**src/rtl/stream_packet_sequencer.sv**
```systemverilog
// stream_packet_sequencer: frames one metadata header beat plus N payload beats into AXI-Stream packets,
// repeating for a programmed packet count (or until stop) with an idle gap between packets.
module stream_packet_sequencer #(
  parameter int DW = 128,
  parameter int CW = 16,
  parameter int GAP_CYCLES = 4
) (
  input  logic          clk,
  input  logic          resetn,
  input  logic          start,
  input  logic          stop,
  input  logic [CW-1:0] cfg_payload_beats,
  input  logic [CW-1:0] cfg_num_packets,
  input  logic [DW-1:0] meta_tdata,
  input  logic          meta_tvalid,
  output logic          meta_tready,
  input  logic [DW-1:0] data_tdata,
  input  logic          data_tvalid,
  output logic          data_tready,
  output logic [DW-1:0] axis_out_tdata,
  output logic          axis_out_tvalid,
  input  logic          axis_out_tready,
  output logic          axis_out_tlast,
  output logic          busy,
  output logic          done,
  output logic [CW-1:0] pkt_count
);
  typedef enum logic [2:0] {IDLE, HEADER, PAYLOAD, GAP, DRAIN} state_t;
  localparam logic [CW-1:0] GAP_LAST = CW'(GAP_CYCLES > 0 ? GAP_CYCLES - 1 : 0);
  state_t state;
  logic [CW-1:0] beats, num_packets, beat_cnt, pkts_issued, gap_cnt;
  logic stop_pending, load_ok, meta_hs, data_hs, out_hs, last_beat, run_end;
  assign load_ok = !axis_out_tvalid || axis_out_tready;
  assign meta_tready = state == HEADER && load_ok;
  assign data_tready = state == PAYLOAD && load_ok;
  assign meta_hs = meta_tvalid && meta_tready;
  assign data_hs = data_tvalid && data_tready;
  assign out_hs = axis_out_tvalid && axis_out_tready;
  assign last_beat = beat_cnt == beats - 1'b1;
  // num_packets of zero is continuous mode, so pkts_issued wrapping can never end the run
  assign run_end = stop_pending || (num_packets != '0 && pkts_issued + 1'b1 == num_packets);
  always_ff @(posedge clk or negedge resetn) begin
    if (!resetn) begin
      state <= IDLE;
      axis_out_tdata <= '0;
      axis_out_tvalid <= 1'b0;
      axis_out_tlast <= 1'b0;
      busy <= 1'b0;
      done <= 1'b0;
      pkt_count <= '0;
      beats <= '0;
      num_packets <= '0;
      beat_cnt <= '0;
      pkts_issued <= '0;
      gap_cnt <= '0;
      stop_pending <= 1'b0;
    end else begin
      done <= 1'b0;
      if (meta_hs || data_hs) begin
        axis_out_tvalid <= 1'b1;
        axis_out_tdata <= meta_hs ? meta_tdata : data_tdata;
        axis_out_tlast <= data_hs && last_beat;
      end else if (load_ok) begin
        axis_out_tvalid <= 1'b0;
        axis_out_tlast <= 1'b0;
      end
      if (out_hs && axis_out_tlast && pkt_count != '1) pkt_count <= pkt_count + 1'b1;
      if (stop && state != IDLE) stop_pending <= 1'b1;
      case (state)
        IDLE: if (start) begin
          beats <= cfg_payload_beats == '0 ? CW'(1) : cfg_payload_beats;
          num_packets <= cfg_num_packets;
          pkts_issued <= '0;
          pkt_count <= '0;
          busy <= 1'b1;
          state <= HEADER;
        end
        HEADER: if (meta_hs) begin
          beat_cnt <= '0;
          state <= PAYLOAD;
        end
        PAYLOAD: if (data_hs) begin
          beat_cnt <= beat_cnt + 1'b1;
          if (last_beat) begin
            pkts_issued <= pkts_issued + 1'b1;
            gap_cnt <= '0;
            state <= run_end ? DRAIN : GAP_CYCLES == 0 ? HEADER : GAP;
          end
        end
        GAP: begin
          gap_cnt <= gap_cnt + 1'b1;
          state <= stop_pending ? DRAIN : gap_cnt == GAP_LAST ? HEADER : GAP;
        end
        DRAIN: if (!axis_out_tvalid || (out_hs && axis_out_tlast)) begin
          busy <= 1'b0;
          done <= 1'b1;
          stop_pending <= 1'b0;
          state <= IDLE;
        end
        default: state <= IDLE;
      endcase
    end
  end
endmodule

```
**config.mk**
```make
export PLATFORM = sky130hd
export DESIGN_NAME = stream_packet_sequencer
export DESIGN_NICKNAME = d
export VERILOG_FILES = /design/src/rtl/stream_packet_sequencer.sv
export SDC_FILE = /design/constraint.sdc
export NUM_CORES = 1
export LEC_CHECK = 0
export ABC_AREA = 1
export BUFFER_PORTS_ARGS = -buffer_cell sky130_fd_sc_hd__buf_2
export CAP_MARGIN = 25
export CORE_MARGIN = 3
export CORE_UTILIZATION = 25
export CTS_BUF_LIST = sky130_fd_sc_hd__clkbuf_8 sky130_fd_sc_hd__clkbuf_16
export DETAILED_ROUTE_END_ITERATION = 10
export RECOVER_POWER = 100
export SETUP_SLACK_MARGIN = 0.02
export SLEW_MARGIN = 20
export SYNTH_ARGS = -nofsm -noshare
export SYNTH_HDL_FRONTEND = slang
export SYNTH_SLANG_ARGS = --single-unit
```
**constraint.sdc**
```tcl
create_clock -name clk -period 5.7 [get_ports clk]
set_clock_uncertainty 0.05 [all_clocks]
set_input_delay 1.14 -clock clk [delete_from_list [all_inputs] [get_ports clk]]
set_output_delay 1.14 -clock clk [all_outputs]
set_load 0.05 [all_outputs]
```
==> impl_metrics.ini, run 1 <==
[run_status]
status = complete, but fails checks
violations = max-capacitance violations, max-slew violations

[setup_path]
worstSetupPathType = reg -> reg
cp_max_fo = 56
r2r_end = num_packets[5]
arrival_ns = 4.35
reg2reg_depth = 9
rrSetupSlack_ns = 1.75
r2r_start = state[1]
end_kind = flip-flop
cp.required_ns = 6.10
startpoint_type = flip-flop

[power_and_ir_drop]
power_density_mw_per_mm2 = 587
vdd_drop_max_mv = 0.336
switching_share = 0.511
intPower_w = 0.00443
seqPwrFrac = 0.309
p_leak_nw = 7.19
p_total_w = 0.00905
power_frac_clock = 0.213
power_switching_w = 0.00462
p_comb_frac = 0.478

[drt]
drt-pass1-iter-count = 5
wl_mm = 46.1
drt_iter0_markers = 705
avgViaCountPerCell = 4.67
final_antenna_net_count = 0
drc = 0
avgRoutedWirePerCell_um = 17.6
vias = 12300

[yosys]
syn_inst = 1576
synth_area_mm2 = 0.0118
ys_ff_latch = 232
yosysSeqAreaShare = 0.491
syn_nets = 1876
yosysWarnings = 0
ys_types = 38
synth_area_per_cell_um2 = 7.51

[layout]
nets = 2287
seq_area_mm2 = 0.00581
multi_input_area_mm2 = 0.00527
synthToLayoutAreaGrowth_pct = 30.4
stdcell_count = 2626
drive_gt1_frac = 0.180
fillers = 5088

[cts]
cts_hold_buf = 0
cts.clk_slew.worst_paths_ns = 0.06
cts-buffers-inserted = 29
clk_path_buf_depth = 3
insertion_delay_ns = 0.57
cts-resized-gates = 0
cts-root-buf = clkbuf_16
post_cts_buffers = 0
numClockSinks = 232
cts_tree = built
cts-htree-levels = 1

[floorplan]
core_area_mm2 = 0.0467
num_io_pins = 445
start_util = 0.254
die_x_um = 224
std_cell_rows = 79
die_area_mm2 = 0.0500
die_h_um = 224

[timing]
max_freq_ghz = 0.253
layout_setup_ws_ns = 1.75
final_max_slew_viol_count = 110
tightestPinTransition_ns = 3.01
slew_headroom = -1.01
min_period_ns = 3.95
whs_ns = 0.434
hold_viol = 0
setup_viol = 0
fin_tns_setup_ns = 0
rsz0062_at_grt = no
post-route-period-util = 0.693

[min_path]
worstHoldStart = axis_out_tdata[37]
hp-class = reg -> reg
hold_end = axis_out_tdata[37]
hold_path_depth = 2

[global_route]
grt_pass1_vias = 12200
grt_overflow = 0
grt_max_degree = 128
grt_pass1_wl_mm = 71.0
track_usage = 0.179
antenna_found_initial = 19

[placed_design]
portBuffers = 444
globalplace.congestion = 0.868
place_inst = 2563
post-place-ws_ns = 2.00
hpwl_mm = 34.7

[job]
cap_violations = 2
-- worst max-delay path, cell delays in order (launching register included) --
cell	delay (ns)
dfrtp_1	0.41
nor2_1	0.15
nand2_1	0.11
inv_1	0.10
nand2_1	0.07
clkbuf_1	0.55
inv_1	0.28
clkbuf_1	1.65
nand2_1	0.25
o21ai_0	0.17
-- layout make-up --
class,instances,share of cell area
antenna,9,0.00146
clock buffer,37,0.0542
clock inverter,17,0.0109
inverter,115,0.0283
multi-input combinational,1155,0.341
sequential,232,0.376
tap,607,0.0492
timing repair buffer,454,0.138
-- per-stage QoR --
step                      instance area, µm²  utilization
after CTS                              15700        0.335
after floorplan                        11800            -
after detailed placement               14600        0.314
after global placement                 14600        0.314
after global routing                   15400        0.330
final                                  15400        0.331
-- synth_stat cells (all sizes together) --
cell type  number  area, µm²
or2             1       6.26
clkinv          2       7.51
a31oi           1       6.26
ha              5       62.6
a211oi          2       15.0
o21bai          2       15.0
nand4          25        156
o21ai         329       1650
buf            21        111
nand3b          3       22.5
clkbuf         53        199
o21a            3       22.5
nand3          58        290
xnor2           7       61.3
nor3b           1       7.51
nor3           24        141
a221oi          1       8.76
nor2          243        930
o31ai           2       15.0
and2            1       6.26
xnor3           1       22.5
xor2           23        201
nor4            8       50.1
dfrtp         232       5810
nand2         395       1490
inv           113        424
a21oi          19       95.1
a22oi           1       7.51
-- worst max path at each step --
stage | slack, ns | to | start | depth (start not counted)
CTS | 2.59 | meta_tready | state[2] | 4
detailed placement | 2.00 | axis_out_tdata[69] | axis_out_tready | 9
global route | 1.35 | num_packets[6] | state[1] | 9
global placement | 1.97 | axis_out_tdata[33] | axis_out_tready | 8
finish | 1.75 | num_packets[5] | state[1] | 9
floorplan | 2.63 | meta_tready | axis_out_tready | 2
-- per-layer routing --
| layer | track usage | vias up | routed length [µm] |
|---|---|---|---|
| met5 | 0 | - | 46 |
| met4 | 0.0411 | 8 | 1150 |
| met3 | 0.0487 | 79 | 3510 |
| met2 | 0.315 | 427 | 22700 |
| met1 | 0.219 | 5801 | 18700 |
| li1 | - | 5960 | - |
-- cells in the final DEF (no fill, tap or decap), drive strengths merged, types with 2 or more instances in the layout --
master / instances
a211oi: 2
a21oi: 19
buf: 299
bufinv: 3
clkbuf: 192
clkinv: 9
clkinvlp: 2
dfrtp: 232
diode: 9
ha: 5
inv: 118
nand2: 395
nand3: 58
nand3b: 3
nand4: 25
nor2: 243
nor3: 24
nor4: 8
o21a: 3
o21ai: 329
o21bai: 2
o31ai: 2
xnor2: 7
xor2: 23
-- flip-flops by register name (all words and copies together) (netlist names) --
name             count
num_packets         16
state                3
stop_pending         1
pkts_issued         16
axis_out_tvalid      1
axis_out_tdata     128
beats               16
beat_cnt            16
gap_cnt             16
done                 1
busy                 1
axis_out_tlast       1
pkt_count           16
-- power by group through the flow --
| stage | Sequential (W) | Combinational (W) | Clock (W) |
|---|---|---|---|
| after floorplan | 0.00423 | 0.00174 | 0 |
| after global placement | 0.00278 | 0.00446 | 0 |
| after detailed placement | 0.00278 | 0.00451 | 0 |
| after CTS | 0.00278 | 0.00451 | 0.00198 |
| after global routing | 0.00288 | 0.00475 | 0.00204 |
| final | 0.00280 | 0.00433 | 0.00193 |
-- logic make-up (layout without fill, tap and decap cells) --
group                    after synthesis  after routing  synth area share
other                                  0              9                 0
AO/OA/AOI/OAI                        360            360             0.155
AND/OR/NAND/NOR                      759            759             0.262
flip-flops                           232            232             0.491
adder cells (fa/ha/maj)                5              5           0.00529
buffers and inverters                189            623            0.0627
XOR/XNOR                              31             31            0.0241
No activity file was read; power rests on OpenSTA's default activity.
==> inputs of run 2 (changes only) <==
--- a/config.mk
+++ b/config.mk
@@ -5,7 +5,7 @@
 export SDC_FILE = /design/constraint.sdc
 export NUM_CORES = 1
 export LEC_CHECK = 0
-export ABC_AREA = 1
+export ABC_AREA = 0
 export BUFFER_PORTS_ARGS = -buffer_cell sky130_fd_sc_hd__buf_2
 export CAP_MARGIN = 25
 export CORE_MARGIN = 3
==> constraint.sdc (replaced) <==
create_clock -name clk -period 3.6 [get_ports clk]
set_clock_uncertainty 0.05 [all_clocks]
set_input_delay 0.72 -clock clk [delete_from_list [all_inputs] [get_ports clk]]
set_output_delay 0.72 -clock clk [all_outputs]
set_load 0.05 [all_outputs]
==> impl_metrics.ini, run 2 <==
[run_status]
status = complete, but fails checks
violations = max-capacitance violations, max-slew violations

[setup_path]
startpoint_type = flip-flop
cp_max_fo = 12
arrival_ns = 3.86
worstSetupPathType = reg -> reg
cp.required_ns = 3.99
end_kind = flip-flop

[floorplan]
die_area_mm2 = 0.0495
core_area_mm2 = 0.0458
start_util = 0.256
die_x_um = 222
num_io_pins = 445
std_cell_rows = 78
die_h_um = 222

[timing]
post-route-period-util = 0.964
setup_viol = 0
whs_ns = 0.301
min_period_ns = 3.47
max_freq_ghz = 0.288
slew_headroom = -0.934
fin_tns_setup_ns = 0
hold_viol = 0
rsz0062_at_grt = no
final_max_slew_viol_count = 314
tightestPinTransition_ns = 2.90
layout_setup_ws_ns = 0.128

[yosys]
synthFlopType = dfrtp_1
synth.top_cell.area_share = 0.496
ys_ff_latch = 232
syn_nets = 1695
yosysTopAreaCell = dfrtp_1
yosysSeqAreaShare = 0.496
yosysMostFrequentCell = nand2_1
ys_types = 64
synth_area_mm2 = 0.0117
syn_inst = 1395
netlist_top_cells_area = dfrtp_1 (50%), nand2_1 (13%), a31oi_1 (7.4%)
synth_edf_count = 0
yosys-top-cells-count = nand2_1 (392), dfrtp_1 (232), nor2_1 (194)
synthArstFlopShare = 1.00
synth_area_per_cell_um2 = 8.39
yosysWarnings = 0

[layout]
finish.utilization = 0.337
final_common_cell = nand2_1
top_register = axis_out_tdata
nets = 2107
synthToLayoutAreaGrowth_pct = 31.9
stdcell_area_mm2 = 0.0154
fillers = 4854
largest_reg_flops = 128
layout_common_cells = nand2_1 (391), buf_2 (293), dfrtp_1 (232)
drive_gt1_frac = 0.209

[placed_design]
portBuffers = 444
hpwl_mm = 34.0
post-place-ws_ns = 0.121
globalplace.congestion = 0.888
place_area_mm2 = 0.0146

[cts]
numClockSinks = 232
cts_tree = built
cts_hold_buf = 0
cts-htree-levels = 1
cts.clk_slew.worst_paths_ns = 0.07
cts-root-buf = clkbuf_16
clk_path_buf_depth = 3
cts-buffers-inserted = 30
insertion_delay_ns = 0.57

[power_and_ir_drop]
vdd_drop_max_mv = 0.647
power_density_mw_per_mm2 = 953
p_leak_nw = 7.14

[drt]
wl_mm = 45.6
final_antenna_net_count = 0
drt_iter0_markers = 733
drc = 0
drt-pass1-iter-count = 5
avgViaCountPerCell = 4.85
vias = 11800
avgRoutedWirePerCell_um = 18.7

[global_route]
grt_pass1_wl_mm = 69.4
grt_pass1_vias = 11600
track_usage = 0.176
grt_max_degree = 133
grt_overflow = 0
antenna_found_initial = 22

[job]
cap_violations = 4

[min_path]
hp-class = in -> reg
run 2: layer usage:
| metal | vias up | routed length (µm) | track usage |
|---|---|---|---|
| met3 | 96 | 3700 | 0.0523 |
| met5 | - | 103 | 0 |
| met1 | 5668 | 18100 | 0.215 |
| met2 | 450 | 22200 | 0.303 |
| met4 | 16 | 1450 | 0.0482 |
| li1 | 5581 | - | - |
run 2: cell type report:
| class | instances | area (µm²) | share of cell area |
|---|---|---|---|
| Inverter | 18 | 67.6 | 0.00438 |
| Clock buffer | 38 | 872 | 0.0565 |
| Tap cell | 600 | 751 | 0.0486 |
| Multi-Input combinational cell | 1053 | 5470 | 0.354 |
| Timing Repair Buffer | 472 | 2270 | 0.147 |
| Antenna cell | 4 | 10.0 | 0.000648 |
| Sequential cell | 232 | 5810 | 0.376 |
| Clock inverter | 17 | 189 | 0.0122 |
run 2: repair_timing:
action,in CTS,in global routing
endpoints found under the setup margin,0,34
setup buffers,0,1
resized for setup,0,2
run 2: kinds of logic (layout without fill, tap and decap cells):
group | after synthesis | after routing | share of synthesized area
xor gates and xnor gates | 76 | 76 | 0.0569
buffers and inverters | 110 | 545 | 0.0385
adders and majority gates | 5 | 5 | 0.00534
muxes | 2 | 2 | 0.00171
DFF | 232 | 232 | 0.496
and+or+nand+nor | 731 | 731 | 0.268
AOI/OAI and AO/OA | 239 | 239 | 0.134
other | 0 | 4 | 0
run 2: metrics by stage:
stage | power, W | std cells
after CTS | 0.0151 | 2429
after global placement | 0.0117 | 2374
after global routing | 0.0156 | 2434
final | 0.0147 | 2434
after floorplan | 0.00967 | 1395
after detailed placement | 0.0117 | 2374
run 2: power by group:
part / internal [W] / total, W / switching (W)
logic: 0.00172 / 0.00695 / 0.00523
registers: 0.00369 / 0.00456 / 0.000874
clock network: 0.00198 / 0.00320 / 0.00122
run 2: critical path, stage by stage, from the launching register on:
cell      delay [ns]
dfrtp_1         0.45
or4_4           0.58
or2_0           0.38
or4_4           0.54
a211oi_2        0.22
a311oi_1        0.14
nor4_4          0.38
buf_4           0.25
nor3_1          0.06
o41ai_1         0.29
run 2: worst paths after layout:
check,start,slack [ns],end,cells after the start
max,beats[0],0.13,state[0],9
min,cfg_num_packets[14],0.30,num_packets[14],3
max reg2reg,beats[0],0.13,state[0],9
min reg2reg,num_packets[2],0.47,num_packets[2],2
max in group asynchronous,resetn,0.71,beat_cnt[4],2
min in group asynchronous,resetn,0.97,pkt_count[15],1
==> inputs of run 3 (changes only) <==
==> constraint.sdc (replaced) <==
create_clock -name clk -period 2.89 [get_ports clk]
set_clock_uncertainty 0.05 [all_clocks]
set_input_delay 0.578 -clock clk [delete_from_list [all_inputs] [get_ports clk]]
set_output_delay 0.578 -clock clk [all_outputs]
set_load 0.05 [all_outputs]
==> impl_metrics.ini, run 3 (synthesis gave the netlist of run 2 again) <==
[layout]
nets = 2152
synthToLayoutAreaGrowth_pct = 36.1
top_register = axis_out_tdata
final_common_cell = nand2_1
multi_input_area_mm2 = 0.00565
largest_reg_flops = 128
fillers = 4850
seq_area_mm2 = 0.00581
drive_gt1_frac = 0.241
layout_common_cells = nand2_1 (391), buf_2 (294), dfrtp_1 (232)

[global_route]
grt_max_degree = 133
antenna_found_initial = 11
grt_overflow = 0
track_usage = 0.167
use_met3 = 0.0470
grt_pass1_vias = 11900
grt_pass1_wl_mm = 67.0
gr-usage-met2 = 0.280
grtUsageMet1 = 0.212
grt_busiest_layer = met2

[timing]
layout_setup_ws_ns = -0.276
min_period_ns = 3.17
hold_viol = 0
post-route-period-util = 1.10
rsz0062_at_grt = yes
max_freq_ghz = 0.316
slew_headroom = -0.176
setup_viol = 37
tightestPinTransition_ns = 1.76
final_max_slew_viol_count = 133

[cts]
insertion_delay_ns = 0.57
cts-root-buf = clkbuf_16
cts-htree-levels = 1
cts-buffers-inserted = 28
clk_path_buf_depth = 3
numClockSinks = 232
cts.clk_slew.worst_paths_ns = 0.06
cts_tree = built

[run_status]
violations = max-capacitance violations, max-slew violations, negative setup slack
status = complete, but fails checks

[job]
cap_violations = 1

[min_path]
hp-class = in -> reg
hold_path_depth = 3

[power_and_ir_drop]
p_leak_nw = 7.36
seqPwrFrac = 0.305
power_switching_w = 0.00918
power_frac_clock = 0.190
p_comb_frac = 0.505
switching_share = 0.501
intPower_w = 0.00915
vdd_drop_max_mv = 0.821
p_total_w = 0.0183
power_density_mw_per_mm2 = 1150

[placed_design]
post-place-ws_ns = -0.348
hpwl_mm = 32.2
portBuffers = 444
globalplace.congestion = 0.850

[drt]
wl_mm = 43.5
drt-pass1-iter-count = 7
drt_iter0_markers = 848
vias = 12000
avgViaCountPerCell = 4.83
final_antenna_net_count = 0
avgRoutedWirePerCell_um = 17.6
drc = 0

[setup_path]
arrival_ns = 3.55
max_stage_delay_ns = 0.50
crit_cells = 11
crit_chain = buf_6 -> or4_4 -> or2_4 -> or4_4 -> a211oi_4 -> a311oi_4 -> nor4_4 -> buf_6 -> or2_4 -> buf_8 -> a31oi_2
end_kind = flip-flop
worstSetupPathType = reg -> reg
reg2reg_depth = 11
startpoint_type = flip-flop
cp_max_fo = 5
cp.required_ns = 3.28
crit_buf_inv = 3
critPathTopFamily = simple AND/OR/NAND/NOR gates
crit_slowest_cell = or4_4

[floorplan]
num_io_pins = 445
start_util = 0.256
std_cell_rows = 78
die_x_um = 222
core_area_mm2 = 0.0458
die_h_um = 222
die_area_mm2 = 0.0495
-- run 3: path summary, 6_finish.rpt --
kind / endpoint / slack, ns / start
max: pkts_issued[14] / -0.28 / beats[1]
min: num_packets[3] / 0.16 / cfg_num_packets[3]
max reg2reg: pkts_issued[14] / -0.28 / beats[1]
min reg2reg: num_packets[2] / 0.47 / num_packets[2]
max in group asynchronous: axis_out_tdata[82] / 0.25 / resetn
min in group asynchronous: num_packets[7] / 0.83 / resetn
-- run 3: worst reg2reg max path, cell delays in order (launching register included) --
cell	delay (ns)
dfrtp_1	0.41
buf_6	0.13
or4_4	0.43
or2_4	0.28
or4_4	0.50
a211oi_4	0.27
a311oi_4	0.09
nor4_4	0.30
buf_6	0.18
or2_4	0.17
buf_8	0.14
a31oi_2	0.09
-- run 3: layout make-up --
type | count | area share
sequential | 232 | 0.365
timing repair buffer | 519 | 0.171
antenna | 6 | 0.000943
clock buffer | 33 | 0.0483
tap | 600 | 0.0471
inverter | 18 | 0.00456
multi-input combinational | 1053 | 0.355
clock inverter | 14 | 0.00817
-- run 3: power groups by stage --
| stage | combinational, W | sequential [W] | clock, W |
|---|---|---|---|
| finish | 0.00925 | 0.00559 | 0.00348 |
| global route | 0.00995 | 0.00575 | 0.00370 |
| CTS | 0.00954 | 0.00555 | 0.00360 |
| detailed placement | 0.00941 | 0.00553 | 0 |
| global placement | 0.00928 | 0.00553 | 0 |
| floorplan | 0.00339 | 0.00871 | 0 |
-- run 3: routing by layer --
layer  wire [µm]  vias up
li1            -     5662
met5          47        -
met4        1060        6
met2       21100      443
met1       17900     5784
met3        3310       59
-- run 3: repair_timing --
item / in CTS / in global routing
setup buffers: 11 / 0
hold buffers: 1 / 0
gates cloned: 0 / 2
setup endpoints to repair: 36 / 36
pin swaps: 21 / 2
hold endpoints to repair: 48 / 0
gates resized for setup: 32 / 21
-- run 3: per-stage QoR --
step                hold slack (ns)  instances  cell area (µm²)  TNS (ns)   util
global route                  0.147       2472            15900    -26.85  0.348
floorplan                     0.232       1395            11800     -3.20      -
global placement              0.453       2408            14900     -6.56  0.326
finish                        0.157       2475            15900     -8.27  0.348
CTS                           0.116       2467            16000     -5.68  0.350
detailed placement            0.453       2408            14900     -7.72  0.326
